[src/rtl/sort_pipe_param.sv]
// -----------------------------------------------------------------------------
// sort_pipe_param
//   Fully pipelined bitonic sorter. Each accepted word of NUM_ELEMS elements
//   is registered into an input stage and then passes through
//   L*(L+1)/2 registered compare-exchange stages (L = log2(NUM_ELEMS)).
//   Every word carries its own valid and direction bit, so ascending and
//   descending words can follow each other back-to-back. The whole pipe
//   stalls as one unit when the output is valid but not accepted.
//
// Parameters
//   DATA_WIDTH  element width (2..32)
//   NUM_ELEMS   elements per word (4, 8 or 16)
//   SIGNED_CMP  0: unsigned compare, 1: two's complement compare
//
// Ports
//   clk          clock, rising edge
//   rst_n        asynchronous active-low reset
//   client_val   input word valid
//   client_data  input word, element i at [(i+1)*DATA_WIDTH-1 : i*DATA_WIDTH]
//   client_desc  direction of this word: 0 ascending, 1 descending
//   client_rdy   block accepts a word this cycle
//   sort_val     sort_data holds a valid sorted word
//   sort_data    sorted word, same lane packing as client_data
//   sort_rdy     downstream accepts sort_data
//   pipe_empty   no valid word in any stage
// -----------------------------------------------------------------------------
module sort_pipe_param #(
  parameter int DATA_WIDTH = 8,
  parameter int NUM_ELEMS  = 8,
  parameter int SIGNED_CMP = 0
) (
  input  logic                            clk,
  input  logic                            rst_n,
  input  logic                            client_val,
  input  logic [NUM_ELEMS*DATA_WIDTH-1:0] client_data,
  input  logic                            client_desc,
  output logic                            client_rdy,
  output logic                            sort_val,
  output logic [NUM_ELEMS*DATA_WIDTH-1:0] sort_data,
  input  logic                            sort_rdy,
  output logic                            pipe_empty
);

  localparam int L          = $clog2(NUM_ELEMS);
  localparam int NUM_STAGES = L * (L + 1) / 2;

  // Register stage 0 holds the raw accepted word; stage s (s >= 1) holds the
  // word after s compare-exchange layers. Stage NUM_STAGES drives the output.
  logic [DATA_WIDTH-1:0] r_data  [0:NUM_STAGES][0:NUM_ELEMS-1];
  logic [NUM_STAGES:0]   r_valid;
  logic [NUM_STAGES:0]   r_desc;

  // Combinational result of the compare-exchange layer fed by stage s.
  logic [DATA_WIDTH-1:0] w_cx    [0:NUM_STAGES-1][0:NUM_ELEMS-1];
  logic                  w_adv;

  // a > b under the configured number interpretation.
  function automatic logic f_gt(input logic [DATA_WIDTH-1:0] a,
                                input logic [DATA_WIDTH-1:0] b);
    if (SIGNED_CMP != 0) begin
      return $signed(a) > $signed(b);
    end else begin
      return a > b;
    end
  endfunction

  // Global stall: nothing moves while the output word waits for sort_rdy.
  assign w_adv      = !(sort_val && !sort_rdy);
  assign client_rdy = w_adv;
  assign sort_val   = r_valid[NUM_STAGES];
  assign pipe_empty = ~|r_valid;

  always_comb begin
    sort_data = '0;
    for (int e = 0; e < NUM_ELEMS; e++) begin
      sort_data[e*DATA_WIDTH +: DATA_WIDTH] = r_data[NUM_STAGES][e];
    end
  end

  // Bitonic network: phase gp builds sorted runs of length 2^gp; step gq of
  // that phase compares lanes that are J = 2^(gp-1-gq) apart. A block whose
  // lane index has bit K set sorts in the opposite direction, and the whole
  // pattern is flipped for descending words. In the last phase no lane has
  // bit K set, so the final merge follows the word's own direction.
  genvar gp, gq, gi;
  generate
    for (gp = 1; gp <= L; gp++) begin : g_phase
      for (gq = 0; gq < gp; gq++) begin : g_step
        localparam int S = gp * (gp - 1) / 2 + gq;
        localparam int J = 1 << (gp - 1 - gq);
        localparam int K = 1 << gp;
        for (gi = 0; gi < NUM_ELEMS; gi++) begin : g_lane
          if ((gi & J) == 0) begin : g_cx
            localparam int HI     = gi + J;
            localparam bit BLK_UP = ((gi & K) == 0);
            logic [DATA_WIDTH-1:0] w_a;
            logic [DATA_WIDTH-1:0] w_b;
            logic                  w_up;
            logic                  w_swap;
            assign w_a    = r_data[S][gi];
            assign w_b    = r_data[S][HI];
            assign w_up   = BLK_UP ^ r_desc[S];
            // Lower lane ends with the minimum when w_up, else the maximum.
            assign w_swap = w_up ? f_gt(w_a, w_b) : f_gt(w_b, w_a);
            assign w_cx[S][gi] = w_swap ? w_b : w_a;
            assign w_cx[S][HI] = w_swap ? w_a : w_b;
          end
        end
      end
    end
  endgenerate

  always_ff @(posedge clk or negedge rst_n) begin
    if (!rst_n) begin
      r_valid <= '0;
      r_desc  <= '0;
      for (int s = 0; s <= NUM_STAGES; s++) begin
        for (int e = 0; e < NUM_ELEMS; e++) begin
          r_data[s][e] <= '0;
        end
      end
    end else if (w_adv) begin
      // client_rdy equals w_adv, so client_val alone marks an accepted word;
      // a bubble keeps the stale stage-0 payload, which is never observed.
      r_valid[0] <= client_val;
      if (client_val) begin
        r_desc[0] <= client_desc;
        for (int e = 0; e < NUM_ELEMS; e++) begin
          r_data[0][e] <= client_data[e*DATA_WIDTH +: DATA_WIDTH];
        end
      end
      for (int s = 0; s < NUM_STAGES; s++) begin
        r_valid[s+1] <= r_valid[s];
        r_desc[s+1]  <= r_desc[s];
        for (int e = 0; e < NUM_ELEMS; e++) begin
          r_data[s+1][e] <= w_cx[s][e];
        end
      end
    end
  end

endmodule

[config.mk]
export PLATFORM = sky130hd
export DESIGN_NAME = sort_pipe_param
export DESIGN_NICKNAME = d
export VERILOG_FILES = /design/src/rtl/sort_pipe_param.sv
export SDC_FILE = /design/constraint.sdc
export NUM_CORES = 1
export LEC_CHECK = 0
export ABC_AREA = 1
export ABC_CLOCK_PERIOD_IN_PS = 5620
export BUFFER_PORTS_ARGS = -buffer_cell sky130_fd_sc_hd__buf_2
export CAP_MARGIN = 20
export CORE_AREA = 3 3 222 442
export DETAILED_ROUTE_END_ITERATION = 12
export DIE_AREA = 0 0 225 445
export HOLD_SLACK_MARGIN = 0.15
export SYNTH_ARGS = -nofsm -noshare
export SYNTH_HDL_FRONTEND = slang
export SYNTH_SLANG_ARGS = --single-unit
export TNS_END_PERCENT = 20
[constraint.sdc]
create_clock -name clk -period 5.62 [get_ports clk]
set_clock_uncertainty 0.2 [all_clocks]
set_input_delay 0.281 -clock clk [delete_from_list [all_inputs] [get_ports clk]]
set_output_delay 0.281 -clock clk [all_outputs]
set_load 0.05 [all_outputs]
==> impl_metrics.xml, run 1 <==
<?xml version="1.0" encoding="UTF-8"?>
<metrics>
  <group name="clock_network">
    <metric name="cts_repair_resizes" unit="">0</metric>
    <metric name="tritoncts.num_buffers" unit="">47</metric>
    <metric name="cts_sinks" unit="">461</metric>
    <metric name="clock_insertion_delay_worst_skew" unit="ns">0.61</metric>
    <metric name="ctsHtreeMaxLevel" unit="">2</metric>
    <metric name="cts.repair_timing.setup_buffer_count" unit="">0</metric>
    <metric name="path_clk_slew" unit="ns">0.07</metric>
    <metric name="tritoncts" unit="">yes</metric>
    <metric name="clock_path_buffers" unit="">3</metric>
    <metric name="cts.hold.buffers_added" unit="">68</metric>
    <metric name="clockRootBuffer" unit="">clkbuf_16</metric>
  </group>
  <group name="worst_hold_path">
    <metric name="timing.hold.worst_endpoint" unit="">r_valid[4]</metric>
    <metric name="min-delay-path-class" unit="">in2reg</metric>
    <metric name="min-delay-start" unit="">sort_rdy</metric>
    <metric name="min_path_cells" unit="">5</metric>
  </group>
  <group name="global_routing">
    <metric name="grt_first_pass_wirelength" unit="mm">121</metric>
    <metric name="maximum_number_of_pins_on_one_net_before_global_route_repair" unit="">202</metric>
    <metric name="first_global_vias" unit="">23310</metric>
    <metric name="antenna_found_initial" unit="">0</metric>
    <metric name="globalRouteTotalUtil" unit="%">14.7</metric>
    <metric name="globalRouteOverflowTotal" unit="">0</metric>
  </group>
  <group name="worst_setup_path">
    <metric name="worstPathBufferInverterCount" unit="">3</metric>
    <metric name="cp.required" unit="ns">5.86</metric>
    <metric name="timing.critical_path.slowest_cell_delay" unit="ns">0.83</metric>
    <metric name="crit_path_cell_trace" unit="">inv_2 -&gt; nor2_4 -&gt; buf_12 -&gt; buf_4 -&gt; o21ai_0</metric>
    <metric name="maximum_net_fanout_on_the_critical_path" unit="">201</metric>
    <metric name="r2r-start" unit="">r_valid[6]</metric>
    <metric name="critical_path_startpoint_category" unit="">register</metric>
    <metric name="r2r.worst_path.cells" unit="">5</metric>
    <metric name="crit_path_top_delay_cell" unit="">buf_4</metric>
    <metric name="timing_worst_setup_path_type" unit="">reg2reg</metric>
    <metric name="worst_path_dominant_cell_family" unit="">buffers and inverters</metric>
    <metric name="cp-end-kind" unit="">register</metric>
    <metric name="r2r_end" unit="">r_desc[4]</metric>
    <metric name="critical_path_data_arrival_time" unit="ns">2.87</metric>
    <metric name="r2r_slack" unit="ns">2.98</metric>
  </group>
  <group name="placement">
    <metric name="place_congestion" unit="">0.867</metric>
    <metric name="dp.cells" unit="">5060</metric>
    <metric name="io_buffer_count" unit="">135</metric>
    <metric name="hpwl" unit="mm">55.4</metric>
    <metric name="placed_cell_area" unit="sq um">29800</metric>
  </group>
  <group name="sta">
    <metric name="finalHoldViolations" unit="">0</metric>
    <metric name="min_period_over_period" unit="%">46.9</metric>
    <metric name="fin_max_slew_vios" unit="">0</metric>
    <metric name="fin_setup_tns" unit="ns">0</metric>
    <metric name="worst_slew_margin_rel" unit="%">35.1</metric>
    <metric name="fmaxAchievable" unit="MHz">379</metric>
    <metric name="setup_viol" unit="">0</metric>
    <metric name="rsz_0062_raised_after_global_routing" unit="">false</metric>
    <metric name="worstMarginPinSlew" unit="ns">0.974</metric>
    <metric name="fin_crit" unit="ns">2.64</metric>
  </group>
  <group name="die">
    <metric name="die_w" unit="um">225</metric>
    <metric name="die_y" unit="um">445</metric>
    <metric name="die_area" unit="sq um">100000</metric>
    <metric name="core" unit="sq um">95100</metric>
    <metric name="boundaryPins" unit="">136</metric>
    <metric name="core.rowCount" unit="">160</metric>
    <metric name="initial_utilization" unit="%">30.0</metric>
  </group>
  <group name="logic_synthesis">
    <metric name="synthDominantAreaCellType" unit="">dfrtp_1</metric>
    <metric name="post_synth_instance_area" unit="sq um">28500</metric>
    <metric name="post_synth_inst_count" unit="">3875</metric>
    <metric name="synth.cells.most_frequent" unit="">1370 x nand2_1, 768 x nand3_1, 470 x inv_1</metric>
    <metric name="synth_seq_cells" unit="">461</metric>
    <metric name="post-synth-top-count-cell" unit="">nand2_1</metric>
    <metric name="yosysWarningCount" unit="">0</metric>
    <metric name="synth_seq_area_share" unit="%">40.5</metric>
    <metric name="synth_edf_count" unit="">0</metric>
    <metric name="leading_post_synthesis_cells_by_cell_area" unit="">dfrtp_1 40%, nand2_1 18%, nand3_1 13%, ha_1 8.4%, inv_1 6.2%</metric>
    <metric name="syn_avg_cell_area" unit="sq um">7.36</metric>
    <metric name="syn_nets" unit="">4136</metric>
    <metric name="yosysTopAreaCellShare" unit="%">40.5</metric>
    <metric name="ys_dominant_reg_cell" unit="">dfrtp_1</metric>
    <metric name="ys_async_sr_fraction" unit="%">100</metric>
    <metric name="ys_types" unit="">27</metric>
  </group>
  <group name="routing">
    <metric name="routed_wirelength" unit="mm">73.4</metric>
    <metric name="final_antenna_net_count" unit="">0</metric>
    <metric name="route.detailed.vias_per_inst" unit="">4.63</metric>
    <metric name="detail_route.wl_per_cell" unit="um">14.1</metric>
    <metric name="detailroute.via_count" unit="">24137</metric>
    <metric name="dr.first_iter.drc_count" unit="">1132</metric>
    <metric name="detail_route.first_pass.iterations" unit="">6</metric>
    <metric name="drcViolationCount" unit="">0</metric>
  </group>
  <group name="final_layout">
    <metric name="areaGrowthSynthToFinish" unit="%">12.8</metric>
    <metric name="antenna_diodes" unit="">0</metric>
    <metric name="drive_gt1_share" unit="%">9.63</metric>
    <metric name="nNetsFinal" unit="">4224</metric>
    <metric name="post_layout_nonfiller_instances" unit="">5212</metric>
    <metric name="finalInstanceArea" unit="sq um">32200</metric>
  </group>
  <group name="run_status">
    <metric name="outcome" unit="">finished, final reports clean</metric>
  </group>
  <group name="run">
    <metric name="drv.max_cap_violation_count" unit="">0</metric>
  </group>
</metrics>
[cells by family after synthesis]
group	synth area share [%]
AND/OR/NAND/NOR	38.1
buffers and inverters	9.88
flip-flops	40.5
adder cells (fa/ha/maj)	8.43
AO/OA/AOI/OAI	3.11
[per-stage QoR]
step           hold slack (ns)  worst slack, ns  utilization, %
2_1_floorplan           -0.215             2.90               -
3_3_place_gp             0.146             2.83            31.4
3_5_place_dp             0.154             2.74            31.4
4_1_cts                  0.174             2.77            33.8
5_1_grt                  0.246             2.68            33.8
6_report                 0.146             2.98            33.8
[how the worst max path moves through the flow]
| stage | start | endpoint | depth (start not counted) |
|---|---|---|---|
| 2_1_floorplan | r_valid[6] | pipe_empty | 3 |
| 3_3_place_gp | sort_rdy | r_desc[5] | 5 |
| 3_5_place_dp | sort_rdy | r_desc[5] | 5 |
| 4_1_cts | r_valid[6] | r_desc[5] | 5 |
| 5_1_grt | r_valid[6] | g_phase[3].g_step[2].g_lane[6].g_cx.w_a[6] | 6 |
| 6_report | r_valid[6] | r_desc[4] | 5 |
[routing by layer]
| metal | up-vias | GRT usage (%) | share of wire [%] |
|---|---|---|---|
| li1 | 12473 | - | - |
| met1 | 11188 | 16.0 | 39 |
| met2 | 344 | 27.7 | 53 |
| met3 | 132 | 1.66 | 2.8 |
| met4 | 0 | 7.53 | 5.7 |
| met5 | - | 0 | 0 |
[worst min-delay path, delay by kind of cell]
family                 cells  cell delay, ns
buffers and inverters      2            0.33
AND/OR/NAND/NOR            2            0.18
AO/OA/AOI/OAI              1            0.07
[final cells by class]
type	count	area [sq um]
Multi-Input combinational cell	2760	14200
Tap cell	1215	1520
Sequential cell	461	11500
Inverter	476	1790
Fill cell	10147	62900
Clock inverter	25	360
Clock buffer	58	1260
Timing Repair Buffer	217	1530
[cells in the final DEF, fill, tap and decap left out, drive strengths merged]
master and n:
nand2 1459, nand3 792, inv 480, dfrtp 461
ha 192, buf 149, nor2 142, a21oi 125
dlygate4sd3 68, clkbuf 58, a21o 24, nand4 13
o21ai 11, clkinv 9, bufinv 8, clkinvlp 4
nor4 1, or2 1
[state kept, by name, indices dropped and copies added, names as in the netlist]
signal / count
r_valid: 7
g_phase.g_step.g_lane.g_cx.w_b: 192
sort_data: 64
g_phase.g_step.g_lane.g_cx.w_a: 192
r_desc: 6
Power of run 1 is left out: the tool's default activity adds up to more than one toggle a clock period on the data nets, which glitch-free logic cannot reach.
==> run 2, diff against run 1 <==
--- a/config.mk
+++ b/config.mk
@@ -6,7 +6,7 @@
 export NUM_CORES = 1
 export LEC_CHECK = 0
 export ABC_AREA = 1
-export ABC_CLOCK_PERIOD_IN_PS = 5620
+export ABC_CLOCK_PERIOD_IN_PS = 2300
 export BUFFER_PORTS_ARGS = -buffer_cell sky130_fd_sc_hd__buf_2
 export CAP_MARGIN = 20
 export CORE_AREA = 3 3 222 442
==> constraint.sdc (replaced) <==
create_clock -name clk -period 2.3 [get_ports clk]
set_clock_uncertainty 0.2 [all_clocks]
set_input_delay 0.115 -clock clk [delete_from_list [all_inputs] [get_ports clk]]
set_output_delay 0.115 -clock clk [all_outputs]
set_load 0.05 [all_outputs]
==> impl_metrics.xml, run 2 (synthesis gave the netlist of run 1 again) <==
<?xml version="1.0" encoding="UTF-8"?>
<metrics>
  <group name="worst_setup_path">
    <metric name="critical_path_startpoint_category" unit="">register</metric>
    <metric name="cp.required" unit="ns">1.99</metric>
    <metric name="timing_worst_setup_path_type" unit="">reg2out</metric>
    <metric name="crit_path_cell_trace" unit="">inv_2 -&gt; nor2_4 -&gt; inv_12 -&gt; buf_12 -&gt; buf_4</metric>
    <metric name="maximum_net_fanout_on_the_critical_path" unit="">44</metric>
    <metric name="critical_path_data_arrival_time" unit="ns">1.92</metric>
    <metric name="timing.critical_path.slowest_cell_delay" unit="ns">0.38</metric>
    <metric name="crit_path_top_delay_cell" unit="">dfrtp_1</metric>
    <metric name="worstPathBufferInverterCount" unit="">4</metric>
    <metric name="worst_path_dominant_cell_family" unit="">buffers and inverters</metric>
    <metric name="cp-end-kind" unit="">output port</metric>
  </group>
  <group name="sta">
    <metric name="finalHoldViolations" unit="">0</metric>
    <metric name="rsz_0062_raised_after_global_routing" unit="">true</metric>
    <metric name="fmaxAchievable" unit="MHz">448</metric>
    <metric name="fin_crit" unit="ns">2.23</metric>
    <metric name="worstMarginPinSlew" unit="ns">0.497</metric>
    <metric name="worst_slew_margin_rel" unit="%">66.9</metric>
    <metric name="min_period_over_period" unit="%">97.1</metric>
    <metric name="fin_max_slew_vios" unit="">0</metric>
    <metric name="fin_hold_ws" unit="ns">0.272</metric>
    <metric name="setup_viol" unit="">0</metric>
  </group>
  <group name="global_routing">
    <metric name="antenna_found_initial" unit="">1</metric>
    <metric name="maximum_number_of_pins_on_one_net_before_global_route_repair" unit="">96</metric>
    <metric name="globalRouteOverflowTotal" unit="">0</metric>
    <metric name="first_global_vias" unit="">24808</metric>
    <metric name="globalRouteTotalUtil" unit="%">15.9</metric>
    <metric name="grt_first_pass_wirelength" unit="mm">129</metric>
  </group>
  <group name="die">
    <metric name="core" unit="sq um">95100</metric>
    <metric name="initial_utilization" unit="%">30.0</metric>
    <metric name="core.rowCount" unit="">160</metric>
    <metric name="boundaryPins" unit="">136</metric>
    <metric name="die_area" unit="sq um">100000</metric>
    <metric name="die_y" unit="um">445</metric>
    <metric name="die_w" unit="um">225</metric>
  </group>
  <group name="final_layout">
    <metric name="layout_common_cells" unit="">1367 x nand2_1, 763 x nand3_1, 467 x inv_1</metric>
    <metric name="register_area" unit="sq um">11500</metric>
    <metric name="fillCellCount" unit="">10021</metric>
    <metric name="drive_gt1_share" unit="%">12.7</metric>
    <metric name="areaGrowthSynthToFinish" unit="%">20.2</metric>
    <metric name="most_common_library_cell_in_the_layout_ignoring_fill_and_taps" unit="">nand2_1</metric>
    <metric name="nNetsFinal" unit="">4418</metric>
    <metric name="multiInputGateArea" unit="sq um">14300</metric>
    <metric name="finalInstanceArea" unit="sq um">34300</metric>
  </group>
  <group name="worst_hold_path">
    <metric name="min-delay-path-class" unit="">reg2reg</metric>
  </group>
  <group name="routing">
    <metric name="route.detailed.vias_per_inst" unit="">4.67</metric>
    <metric name="dr.first_iter.drc_count" unit="">1168</metric>
    <metric name="drcViolationCount" unit="">0</metric>
    <metric name="routed_wirelength" unit="mm">79.5</metric>
    <metric name="detailroute.via_count" unit="">25292</metric>
    <metric name="final_antenna_net_count" unit="">0</metric>
    <metric name="detail_route.first_pass.iterations" unit="">5</metric>
    <metric name="detail_route.wl_per_cell" unit="um">14.7</metric>
  </group>
  <group name="placement">
    <metric name="place_congestion" unit="">0.882</metric>
    <metric name="hpwl" unit="mm">61.4</metric>
    <metric name="placed_cell_area" unit="sq um">31000</metric>
    <metric name="io_buffer_count" unit="">135</metric>
  </group>
  <group name="clock_network">
    <metric name="clock_insertion_delay_worst_skew" unit="ns">0.61</metric>
    <metric name="cts_sinks" unit="">461</metric>
    <metric name="tritoncts" unit="">yes</metric>
    <metric name="tritoncts.num_buffers" unit="">48</metric>
    <metric name="ctsHtreeMaxLevel" unit="">2</metric>
    <metric name="clock_path_buffers" unit="">3</metric>
    <metric name="path_clk_slew" unit="ns">0.06</metric>
    <metric name="clockRootBuffer" unit="">clkbuf_16</metric>
  </group>
  <group name="run_status">
    <metric name="outcome" unit="">finished, final reports clean</metric>
  </group>
  <group name="run">
    <metric name="drv.max_cap_violation_count" unit="">0</metric>
  </group>
</metrics>
## run 2: area by class of cell
class	count	area share (%)
clock inverters	23	0.978
flip-flops and latches	461	33.7
clock buffers	67	4.04
inverters	476	5.25
well taps	1215	4.44
multi-input cells	2762	41.8
repair buffers	408	9.82
diodes	1	0.00730
## run 2: tightest hold or removal path, delay by kind of cell, from the launching register on
family,cells,cell delay [ns]
AND/OR/NAND/NOR,2,0.10
flip-flops,1,0.34
## run 2: layer usage
metal / vias up / wire, um / global-route usage [%]
met2: 444 / 44000 / 31.6
met4: 0 / 4290 / 7.78
li1: 12865 / - / -
met5: - / 0 / 0
met1: 11820 / 29300 / 16.3
met3: 163 / 2040 / 1.50
## run 2: path summary, 6_finish.rpt
kind                                                            startpoint                                         end  slack, ns  depth (start not counted)
worst min register to register                               sort_data[42]                               sort_data[42]       0.27                          2
worst max-delay path                                            r_valid[6]                                  client_rdy       0.07                          5
worst min-delay path                                         sort_data[42]                               sort_data[42]       0.27                          2
max in group asynchronous                                            rst_n  g_phase[3].g_step[0].g_lane[2].g_cx.w_a[2]       0.88                          4
min in group asynchronous                                            rst_n  g_phase[2].g_step[1].g_lane[6].g_cx.w_b[3]       0.54                          4
worst max register to register  g_phase[3].g_step[0].g_lane[2].g_cx.w_a[5]  g_phase[3].g_step[1].g_lane[0].g_cx.w_b[7]       0.11                         10
## run 2: what timing repair did
action,in CTS,in global routing
endpoints found under the setup margin,5,63
cloned,0,2
hold buffers,135,0
endpoints found under the hold margin,842,0
resized for setup,5,25
pin swaps,0,6
buffers inserted,0,7
## run 2: metrics by stage
step / TNS (ns) / util (%) / cells / setup slack (ns)
final: 0 / 36.0 / 5413 / 0.0659
after global routing: -0.109 / 36.0 / 5413 / -0.0384
after CTS: -0.0218 / 35.8 / 5403 / -0.0116
after detailed placement: -0.00733 / 32.6 / 5178 / -0.00707
after global placement: 0 / 32.6 / 5178 / 0.0149
after floorplan: 0 / - / 3875 / 0.325
Power of run 2 is left out for the same reason.
==> run 3, diff against run 2 <==
--- a/config.mk
+++ b/config.mk
@@ -9,10 +9,14 @@
 export ABC_CLOCK_PERIOD_IN_PS = 2300
 export BUFFER_PORTS_ARGS = -buffer_cell sky130_fd_sc_hd__buf_2
 export CAP_MARGIN = 20
+export CELL_PAD_IN_SITES_DETAIL_PLACEMENT = 0
+export CELL_PAD_IN_SITES_GLOBAL_PLACEMENT = 2
 export CORE_AREA = 3 3 222 442
 export DETAILED_ROUTE_END_ITERATION = 12
 export DIE_AREA = 0 0 225 445
 export HOLD_SLACK_MARGIN = 0.15
+export PLACE_DENSITY_LB_ADDON = 0.1
+export SKIP_LAST_GASP = 1
 export SYNTH_ARGS = -nofsm -noshare
 export SYNTH_HDL_FRONTEND = slang
 export SYNTH_SLANG_ARGS = --single-unit
==> impl_metrics.xml, run 3 (synthesis gave the netlist of run 1 again) <==
<?xml version="1.0" encoding="UTF-8"?>
<metrics>
  <group name="run_status">
    <metric name="outcome" unit="">finished, final reports clean</metric>
  </group>
  <group name="die">
    <metric name="die_area" unit="sq um">100000</metric>
    <metric name="die_y" unit="um">445</metric>
    <metric name="core.rowCount" unit="">160</metric>
    <metric name="boundaryPins" unit="">136</metric>
    <metric name="core" unit="sq um">95100</metric>
    <metric name="die_w" unit="um">225</metric>
    <metric name="initial_utilization" unit="%">30.0</metric>
  </group>
  <group name="routing">
    <metric name="routed_wirelength" unit="mm">95.7</metric>
    <metric name="dr.first_iter.drc_count" unit="">885</metric>
    <metric name="metal1_wirelength" unit="mm">31.0</metric>
    <metric name="topRoutingLayerUsed" unit="">met4</metric>
    <metric name="met2RoutedLength" unit="mm">57.1</metric>
    <metric name="met3RoutedLength" unit="mm">1.80</metric>
    <metric name="detailroute.via_count" unit="">25582</metric>
    <metric name="route.detailed.vias_per_inst" unit="">4.58</metric>
    <metric name="drcViolationCount" unit="">0</metric>
    <metric name="detail_route.first_pass.iterations" unit="">5</metric>
    <metric name="detail_route.wl_per_cell" unit="um">17.1</metric>
    <metric name="final_antenna_net_count" unit="">0</metric>
  </group>
  <group name="worst_setup_path">
    <metric name="r2r.worst_path.cells" unit="">8</metric>
    <metric name="maximum_net_fanout_on_the_critical_path" unit="">67</metric>
    <metric name="worst_setup_path_endpoint" unit="">g_phase[1].g_step[0].g_lane[0].g_cx.w_a[6]</metric>
    <metric name="critical_path_data_arrival_time" unit="ns">2.59</metric>
    <metric name="r2r_slack" unit="ns">0.06</metric>
    <metric name="cp.required" unit="ns">2.65</metric>
    <metric name="timing_worst_setup_path_type" unit="">reg2reg</metric>
    <metric name="timing.critical_path.slowest_cell_delay" unit="ns">0.56</metric>
    <metric name="worstPathBufferInverterCount" unit="">4</metric>
    <metric name="critical_path_startpoint_category" unit="">register</metric>
    <metric name="crit_path_top_delay_cell" unit="">dlygate4sd3_1</metric>
    <metric name="crit_path_cell_trace" unit="">inv_2 -&gt; nor2_4 -&gt; inv_12 -&gt; nand2_4 -&gt; buf_12 -&gt; nor2_1 -&gt; dlygate4sd3_1 -&gt; a21oi_1</metric>
    <metric name="r2r_end" unit="">g_phase[1].g_step[0].g_lane[0].g_cx.w_a[6]</metric>
    <metric name="cp-end-kind" unit="">register</metric>
    <metric name="r2r-start" unit="">r_valid[6]</metric>
    <metric name="path_depth" unit="">8</metric>
    <metric name="worst_path_dominant_cell_family" unit="">buffers and inverters</metric>
    <metric name="worst_setup_path_startpoint" unit="">r_valid[6]</metric>
  </group>
  <group name="global_routing">
    <metric name="globalRouteOverflowTotal" unit="">0</metric>
    <metric name="grt_first_pass_wirelength" unit="mm">152</metric>
    <metric name="globalRouteTotalUtil" unit="%">19.5</metric>
    <metric name="antenna_found_initial" unit="">1</metric>
    <metric name="maximum_number_of_pins_on_one_net_before_global_route_repair" unit="">114</metric>
    <metric name="first_global_vias" unit="">26877</metric>
  </group>
  <group name="clock_network">
    <metric name="ctsHtreeMaxLevel" unit="">2</metric>
    <metric name="cts_sinks" unit="">461</metric>
    <metric name="clockRootBuffer" unit="">clkbuf_16</metric>
    <metric name="clock_insertion_delay_worst_skew" unit="ns">0.62</metric>
    <metric name="tritoncts" unit="">yes</metric>
    <metric name="clock_path_buffers" unit="">3</metric>
    <metric name="path_clk_slew" unit="ns">0.06</metric>
    <metric name="tritoncts.num_buffers" unit="">49</metric>
  </group>
  <group name="final_layout">
    <metric name="areaGrowthSynthToFinish" unit="%">26.0</metric>
    <metric name="layout_common_cells" unit="">1363 x nand2_1, 759 x nand3_1, 457 x inv_1</metric>
    <metric name="nNetsFinal" unit="">4600</metric>
    <metric name="finalCoreUtilization" unit="%">37.8</metric>
    <metric name="fillCellCount" unit="">10247</metric>
    <metric name="most_common_library_cell_in_the_layout_ignoring_fill_and_taps" unit="">nand2_1</metric>
    <metric name="register_area" unit="sq um">11500</metric>
    <metric name="multiInputGateArea" unit="sq um">14400</metric>
    <metric name="drive_gt1_share" unit="%">15.5</metric>
  </group>
  <group name="placement">
    <metric name="hpwl" unit="mm">75.4</metric>
    <metric name="dp_worst_setup_slack" unit="ns">0.00669</metric>
    <metric name="io_buffer_count" unit="">135</metric>
    <metric name="place_congestion" unit="">0.929</metric>
  </group>
  <group name="sta">
    <metric name="fin_hold_ws" unit="ns">0.271</metric>
    <metric name="fin_crit" unit="ns">2.24</metric>
    <metric name="finalHoldViolations" unit="">0</metric>
    <metric name="setup_viol" unit="">0</metric>
    <metric name="rsz_0062_raised_after_global_routing" unit="">true</metric>
    <metric name="fin_max_slew_vios" unit="">0</metric>
    <metric name="worst_slew_margin_rel" unit="%">60.2</metric>
    <metric name="worstMarginPinSlew" unit="ns">0.596</metric>
    <metric name="fmaxAchievable" unit="MHz">446</metric>
    <metric name="min_period_over_period" unit="%">97.5</metric>
    <metric name="setup_slack" unit="ns">0.0581</metric>
  </group>
  <group name="run">
    <metric name="drv.max_cap_violation_count" unit="">0</metric>
  </group>
  <group name="worst_hold_path">
    <metric name="min-delay-path-class" unit="">reg2reg</metric>
  </group>
</metrics>
## run 3: changes by cell type in the layout (fill, tap and decap cells not counted), sizes merged
cell,change
bufinv,-6
clkinv,+4
inv,-4
dlygate4sd3,+65
buf,+116
clkbuf,+4
clkinvlp,-1
## run 3: layout make-up
type                    count  area share [%]
multi-input cells        2762            40.0
flip-flops and latches    461            32.1
repair buffers            589            14.1
inverters                 476            5.01
well taps                1215            4.23
clock buffers              71            4.10
clock inverters            16           0.348
diodes                      1         0.00697
## run 3: repair_timing
item,in CTS,in global routing
cloned,0,2
gates resized for setup,1,60
setup endpoints to repair,2,166
hold buffers,200,0
pin swaps,1,9
setup buffers,1,16
hold endpoints to repair,761,0
## run 3: metal layers
layer,vias up,global-route usage (%)
met5,-,0
met4,0,10.3
met3,156,1.81
met2,302,41.3
met1,11876,17.4
li1,13248,-
## run 3: worst min-delay path by stage
stage	slack (ns)	to	startpoint	cells after the start
2_1_floorplan	-0.38	g_phase[1].g_step[0].g_lane[0].g_cx.w_a[0]	rst_n	0
3_5_place_dp	-0.08	sort_data[13]	rst_n	1
3_3_place_gp	-0.07	sort_data[13]	rst_n	1
6_report	0.27	sort_data[38]	sort_data[38]	2
4_1_cts	0.28	sort_data[60]	sort_data[60]	2
5_1_grt	0.29	sort_data[18]	sort_data[18]	2
## run 3: per-stage QoR
step	std cells	setup TNS, ns	instance area, sq um
2_1_floorplan	3875	0	28500
3_3_place_gp	5284	0	31900
3_5_place_dp	5284	0	31900
4_1_cts	5572	-0.00749	35600
5_1_grt	5591	-1.84	35900
6_report	5591	0	35900
## run 3: tightest hold or removal path: cells and delay by family (launching register included)
family,cells,cell delay [ns]
flip-flops,1,0.33
AND/OR/NAND/NOR,2,0.10
Power of run 3 is left out for the same reason.
